<file path="src/rtl/nonce_collector.sv">
// nonce_collector
//   Sits downstream of the miner top. It rebuilds the absolute winning nonce
//   for every successful result as {counter, partition} and tags it with the
//   current block epoch. Tagged nonces are queued in a FIFO that the host
//   drains over a ready/valid handshake.
//
//   Optional build macro: NONCE_COLLECTOR_FLUSH_ON_NEW_EN
//     defined   - new_block empties the FIFO. A push in the same cycle is kept
//                 and becomes the only entry.
//     undefined - new_block leaves the FIFO alone. Stale entries drain with
//                 their old rd_tag.
//
// Ports
//   clk           clock
//   rst           asynchronous reset, active low
//   result_valid  one lattice result this cycle
//   success       qualifies result_valid: the hash met the difficulty
//   partition     partition index; forms the low nonce bits
//   new_block     one-cycle strobe announcing a new block header
//   clr_overflow  clears the sticky overflow flag
//   rd_valid      FIFO head entry available
//   rd_ready      host accepts the head entry
//   rd_nonce      head nonce (0 while empty)
//   rd_tag        epoch of the head nonce (0 while empty)
//   count         FIFO occupancy, 0..2**DEPTH_LOG2
//   overflow      sticky: a push was dropped because the FIFO was full
//   exhausted     sticky: the nonce counter wrapped during this block
module nonce_collector #(
  parameter int unsigned COUNTBITS  = 1,
  parameter int unsigned NONCE_BITS = 32,
  parameter int unsigned DEPTH_LOG2 = 3,
  parameter int unsigned TAGBITS    = 2
) (
  input  logic                  clk,
  input  logic                  rst,
  input  logic                  result_valid,
  input  logic                  success,
  input  logic [COUNTBITS-1:0]  partition,
  input  logic                  new_block,
  input  logic                  clr_overflow,
  output logic                  rd_valid,
  input  logic                  rd_ready,
  output logic [NONCE_BITS-1:0] rd_nonce,
  output logic [TAGBITS-1:0]    rd_tag,
  output logic [DEPTH_LOG2:0]   count,
  output logic                  overflow,
  output logic                  exhausted
);

  localparam int unsigned CW = NONCE_BITS - COUNTBITS;
  localparam int unsigned DEPTH = 2 ** DEPTH_LOG2;
  localparam logic [DEPTH_LOG2:0] FULL_COUNT = {1'b1, {DEPTH_LOG2{1'b0}}};

  logic [CW-1:0]         counter_q, counter_d;
  logic [TAGBITS-1:0]    epoch_q, epoch_d;
  logic                  exhausted_q, exhausted_d;
  logic                  overflow_q, overflow_d;
  logic [DEPTH_LOG2-1:0] wr_ptr_q, wr_ptr_d;
  logic [DEPTH_LOG2-1:0] rd_ptr_q, rd_ptr_d;
  logic [DEPTH_LOG2:0]   count_q, count_d;

  logic [NONCE_BITS-1:0] nonce_mem_q [DEPTH];
  logic [TAGBITS-1:0]    tag_mem_q   [DEPTH];

  logic                  exhausted_eff;
  logic [CW-1:0]         counter_base;
  logic                  accept;
  logic                  push;
  logic [NONCE_BITS-1:0] push_nonce;
  logic                  flush;
  logic                  full;
  logic                  pop;
  logic                  do_push;
  logic                  wr_en;
  logic [DEPTH_LOG2-1:0] wr_idx;

`ifdef NONCE_COLLECTOR_FLUSH_ON_NEW_EN
  assign flush = new_block;
`else
  assign flush = 1'b0;
`endif

  // Result path. new_block is applied first, so a coincident result sees a
  // zeroed counter, a cleared exhausted flag and the incremented epoch.
  always_comb begin
    exhausted_eff = exhausted_q & ~new_block;
    counter_base  = new_block ? '0 : counter_q;
    epoch_d       = new_block ? epoch_q + 1'b1 : epoch_q;
    accept        = result_valid & ~exhausted_eff;
    counter_d     = counter_base;
    exhausted_d   = exhausted_eff;
    if (accept) begin
      counter_d = counter_base + 1'b1;
      if (&counter_base) begin
        exhausted_d = 1'b1;
      end
    end
    push       = accept & success;
    push_nonce = {counter_base, partition};
  end

  // FIFO control.
  always_comb begin
    rd_valid   = (count_q != '0);
    full       = (count_q == FULL_COUNT);
    pop        = rd_valid & rd_ready;
    do_push    = 1'b0;
    wr_en      = 1'b0;
    wr_idx     = wr_ptr_q;
    wr_ptr_d   = wr_ptr_q;
    rd_ptr_d   = rd_ptr_q;
    count_d    = count_q;
    overflow_d = clr_overflow ? 1'b0 : overflow_q;
    if (flush) begin
      // Discard everything. A coincident push is written to slot 0 and becomes
      // the sole entry; a coincident pop is moot.
      rd_ptr_d = '0;
      wr_ptr_d = '0;
      wr_idx   = '0;
      count_d  = '0;
      if (push) begin
        wr_en    = 1'b1;
        wr_ptr_d = DEPTH_LOG2'(1);
        count_d  = (DEPTH_LOG2 + 1)'(1);
      end
    end else begin
      // A pop in the same cycle frees the slot the push needs.
      do_push = push & (~full | pop);
      if (push & full & ~pop) begin
        overflow_d = 1'b1;
      end
      if (do_push) begin
        wr_en    = 1'b1;
        wr_ptr_d = wr_ptr_q + 1'b1;
      end
      if (pop) begin
        rd_ptr_d = rd_ptr_q + 1'b1;
      end
      if (do_push && !pop) begin
        count_d = count_q + 1'b1;
      end else if (!do_push && pop) begin
        count_d = count_q - 1'b1;
      end
    end
  end

  always_ff @(posedge clk or negedge rst) begin
    if (!rst) begin
      counter_q   <= '0;
      epoch_q     <= '0;
      exhausted_q <= 1'b0;
      overflow_q  <= 1'b0;
      wr_ptr_q    <= '0;
      rd_ptr_q    <= '0;
      count_q     <= '0;
    end else begin
      counter_q   <= counter_d;
      epoch_q     <= epoch_d;
      exhausted_q <= exhausted_d;
      overflow_q  <= overflow_d;
      wr_ptr_q    <= wr_ptr_d;
      rd_ptr_q    <= rd_ptr_d;
      count_q     <= count_d;
    end
  end

  // Storage needs no reset: the read port is masked to 0 while empty.
  always_ff @(posedge clk) begin
    if (wr_en) begin
      nonce_mem_q[wr_idx] <= push_nonce;
      tag_mem_q[wr_idx]   <= epoch_d;
    end
  end

  assign rd_nonce  = rd_valid ? nonce_mem_q[rd_ptr_q] : '0;
  assign rd_tag    = rd_valid ? tag_mem_q[rd_ptr_q] : '0;
  assign count     = count_q;
  assign overflow  = overflow_q;
  assign exhausted = exhausted_q;

endmodule
</file>
<file path="config.mk">
export PLATFORM = sky130hd
export DESIGN_NAME = nonce_collector
export DESIGN_NICKNAME = d
export VERILOG_FILES = /design/src/rtl/nonce_collector.sv
export SDC_FILE = /design/constraint.sdc
export NUM_CORES = 1
export LEC_CHECK = 0
export ABC_AREA = 1
export CORE_MARGIN = 5
export CORE_UTILIZATION = 34
export DETAILED_ROUTE_END_ITERATION = 7
export PLACE_DENSITY = 0.6
export SLEW_MARGIN = 15
export SYNTH_ARGS = -nofsm -noshare
export SYNTH_HDL_FRONTEND = slang
export SYNTH_SLANG_ARGS = --single-unit
</file>
<file path="constraint.sdc">
create_clock -name clk -period 4.1 [get_ports clk]
set_clock_uncertainty 0.2 [all_clocks]
set_input_delay 0.82 -clock clk [delete_from_list [all_inputs] [get_ports clk]]
set_output_delay 0.82 -clock clk [all_outputs]
set_load 0.01 [all_outputs]
</file>
==> run_results.csv <==
group,metric,value,unit
flow_run,max_cap_violations,0,
placement,dpl.hpwl,18000,µm
synthesis,yosys_warnings,0,
final_layout,drive_above_1_share,10.18,%
final_layout,stdcell_count,1765,
global_route,overflow,0,
pwr,irDropWorstVdd,385.6,µV
critical_path,cp_slowest_cell,"dfrtp_4",
global_route,met1_usage,19.31,%
sta,setup-violations-final,0,
route,wirelength,31740,µm
global_route,grt_first_pass_wirelength,49260,µm
sta,hold_slack,0.1434,ns
clock_network,cts_made_buffers,34,
pwr,p_leak,5.482,nW
critical_path,r2r_cells,12,
critical_path,crit_buf_inv,2,
final_layout,fin_nets,1237,
clock_network,cts_tree,"built",
critical_path,path_class,"reg2out",
synthesis,syn-cell-area,13330,µm²
clock_network,clkSlewWorstSetupHoldPaths,0.06,ns
sta,tightest_slew,0.6629,ns
route,post-route-drc-count,0,
route,wl_per_cell,17.98,µm
final_layout,final_util,40.44,%
route,drt_iter0_markers,652,
floorplan,io_pins,49,
sta,slew_viol_final,0,
critical_path,slowest_delay,0.70,ns
global_route,met3_usage,2.139,%
synthesis,synth_cell_type_count,33,
sta,hold_violations,0,
critical_path,crit_path_start_kind,"flip-flop",
clock_network,post_cts_resized,0,
synthesis,ys_seq_area_share,69.74,%
route,vias,8693,
placement,gp_congestion,0.8338,
sta,timing.setup.tns,0,ns
final_layout,syn2layout_area_growth,17.55,%
placement,post-place-ws,0.5552,ns
clock_network,root_buffer,"clkbuf_16",
global_route,top_usage_layer,"met2",
synthesis,syn_area_per_cell,11.46,µm²
sta,max_freq,0.2590,GHz
critical_path,worstPathCellList,"buf_12, nor2_1, nor2_1, o21ai_0, o21ai_0, o21ai_0, nor2_1, clkdlybuf4s50_1",
route,dr.pass1.iters,5,
critical_path,cpLargestDelayFamily,"buffers and inverters",
final_layout,layout_commonest_cell,"nor2_1",
global_route,antenna_found_initial,0,
critical_path,critical_path_arrival,2.84,ns
clock_network,htree_levels,2,
placement,io_buffers,48,
floorplan,rows,72,
floorplan,fp.dieW,208.0,µm
global_route,grt_use_met2,24.25,%
sta,fin_crit_sh,94.15,%
run_status,status,"finished clean",
floorplan,die_h,208.0,µm
floorplan,core_area,38740,µm²
clock_network,clock_latency,0.51,ns
synthesis,synth-seq-cells,317,
clock_network,clock_sinks,317,
route,ant_nets,0,
critical_path,critPathCaptureType,"output port",
clock_network,cts_buffer_depth,3,
route,vias_per_cell,4.925,
critical_path,r2r_end,"count[3]",
critical_path,cp_max_fo,71,
synthesis,syn-num-nets,1178,
critical_path,timing.rr.start,"count[0]",
synthesis,syn_inst,1163,
global_route,grt_start_max_net_pins,87,
global_route,grt.total_usage,14.26,%
critical_path,rrSetupSlack,1.48,ns
critical_path,cp.required,3.08,ns
min_path,worst_hold_path_type,"in2async",
pwr,power_density,667.1,nW/µm²
floorplan,initial_core_util,34.40,%
critical_path,crit_cells,8,
final_layout,n_antenna_cell,0,
placement,placedCellCount,1703,
global_route,grt_pass1_vias,8618,
sta,rsz0062_at_grt,"no",
final_layout,final_cell_mix,"nor2_1 (319), edfxtp_1 (272), o21ai_0 (158)",
sta,setup_ws,0.2397,ns
sta,period_minus_slack,3.860,ns
floorplan,dieArea,43260,µm²
sta,slew_headroom,55.64,%
-- logic make-up after synthesis --
logic type | after synthesis | share of synthesized area [%]
compound gates | 211 | 8.910
xor+xnor | 27 | 1.775
fa+ha+maj | 7 | 0.7135
buf+inv | 128 | 3.971
flops | 317 | 69.74
mux | 1 | 0.08449
simple gates | 472 | 14.81
-- worst max-delay path by stage --
stage                      startpoint                end  slack (ns)
after global routing      rd_ptr_q[0]        rd_nonce[3]        0.05
after CTS                 rd_ptr_q[1]       rd_nonce[16]        0.06
after floorplan             new_block  nonce_mem_q[0][0]        0.35
after global placement      new_block      counter_q[24]        0.57
after detailed placement    new_block      counter_q[28]        0.56
final                     rd_ptr_q[0]        rd_nonce[2]        0.24
-- Yosys cell counts --
cell        n  area share (%)
nand3_2     5            0.38
buf_6       2            0.17
o21ai_0   158             5.9
nor3_2      1           0.075
buf_4       3            0.17
ha_1        6            0.56
nand2_2     6            0.28
xor2_1     18             1.2
nand4_1    14            0.66
nand3_4     1            0.13
nor2_1    327             9.2
nand2_1    82             2.3
fa_1        1            0.15
nor2_4      6            0.51
buf_8       1            0.11
clkbuf_1   40             1.1
xnor2_1     9            0.59
or2_2       1           0.047
dfrtp_1    45             8.4
o32ai_1    35             2.3
o21ai_1    15            0.56
inv_1      65             1.8
a21oi_1     3            0.11
nor4_1      1           0.047
inv_2       4            0.11
nand3_1    12            0.45
mux2_2      1           0.084
nor3_1      4            0.15
buf_2       7            0.26
edfxtp_1  272              61
nor2_2     12            0.56
inv_4       1           0.047
buf_1       5            0.14
-- flip-flops by register name (all words and copies together) (netlist names) --
| signal | count |
|---|---|
| rd_ptr_q | 3 |
| exhausted | 1 |
| counter_q | 31 |
| overflow | 1 |
| nonce_mem_q | 256 |
| wr_idx | 3 |
| count | 4 |
| tag_mem_q | 16 |
| epoch_q | 2 |
-- final cells by class --
| class | count | area [µm²] |
|---|---|---|
| Fill cell | 3696 | 23070 |
| Sequential cell | 317 | 9301 |
| Multi-Input combinational cell | 718 | 3563 |
| Clock buffer | 49 | 938.4 |
| Timing Repair Buffer | 81 | 830.8 |
| Tap cell | 518 | 648.1 |
| Inverter | 70 | 267.8 |
| Clock inverter | 12 | 115.1 |
-- routing by layer --
metal | wire [µm] | part of all wire [%]
met5 | 0 | 0
met4 | 674 | 2.1
met3 | 1396 | 4.4
met2 | 15220 | 48
met1 | 14450 | 46
-- what timing repair did --
item,4_1_cts,5_1_grt
endpoints found under the setup margin,0,18
hold endpoints to repair,0,0
buffers inserted,0,1
hold buffers,0,0
-- power breakdown --
part	switching (mW)	internal [mW]
Combinational	2.08	1.45
Sequential	0.238	3.78
Clock	1.18	1.72
-- through the flow --
stage          power [mW]  area [µm²]
6_report            10.45       15670
5_1_grt             11.09       15670
4_1_cts             10.55       15640
3_5_place_dp        7.616       14580
3_3_place_gp        7.567       14580
2_1_floorplan       5.973       13330
No activity file was read; power rests on OpenSTA's default activity.
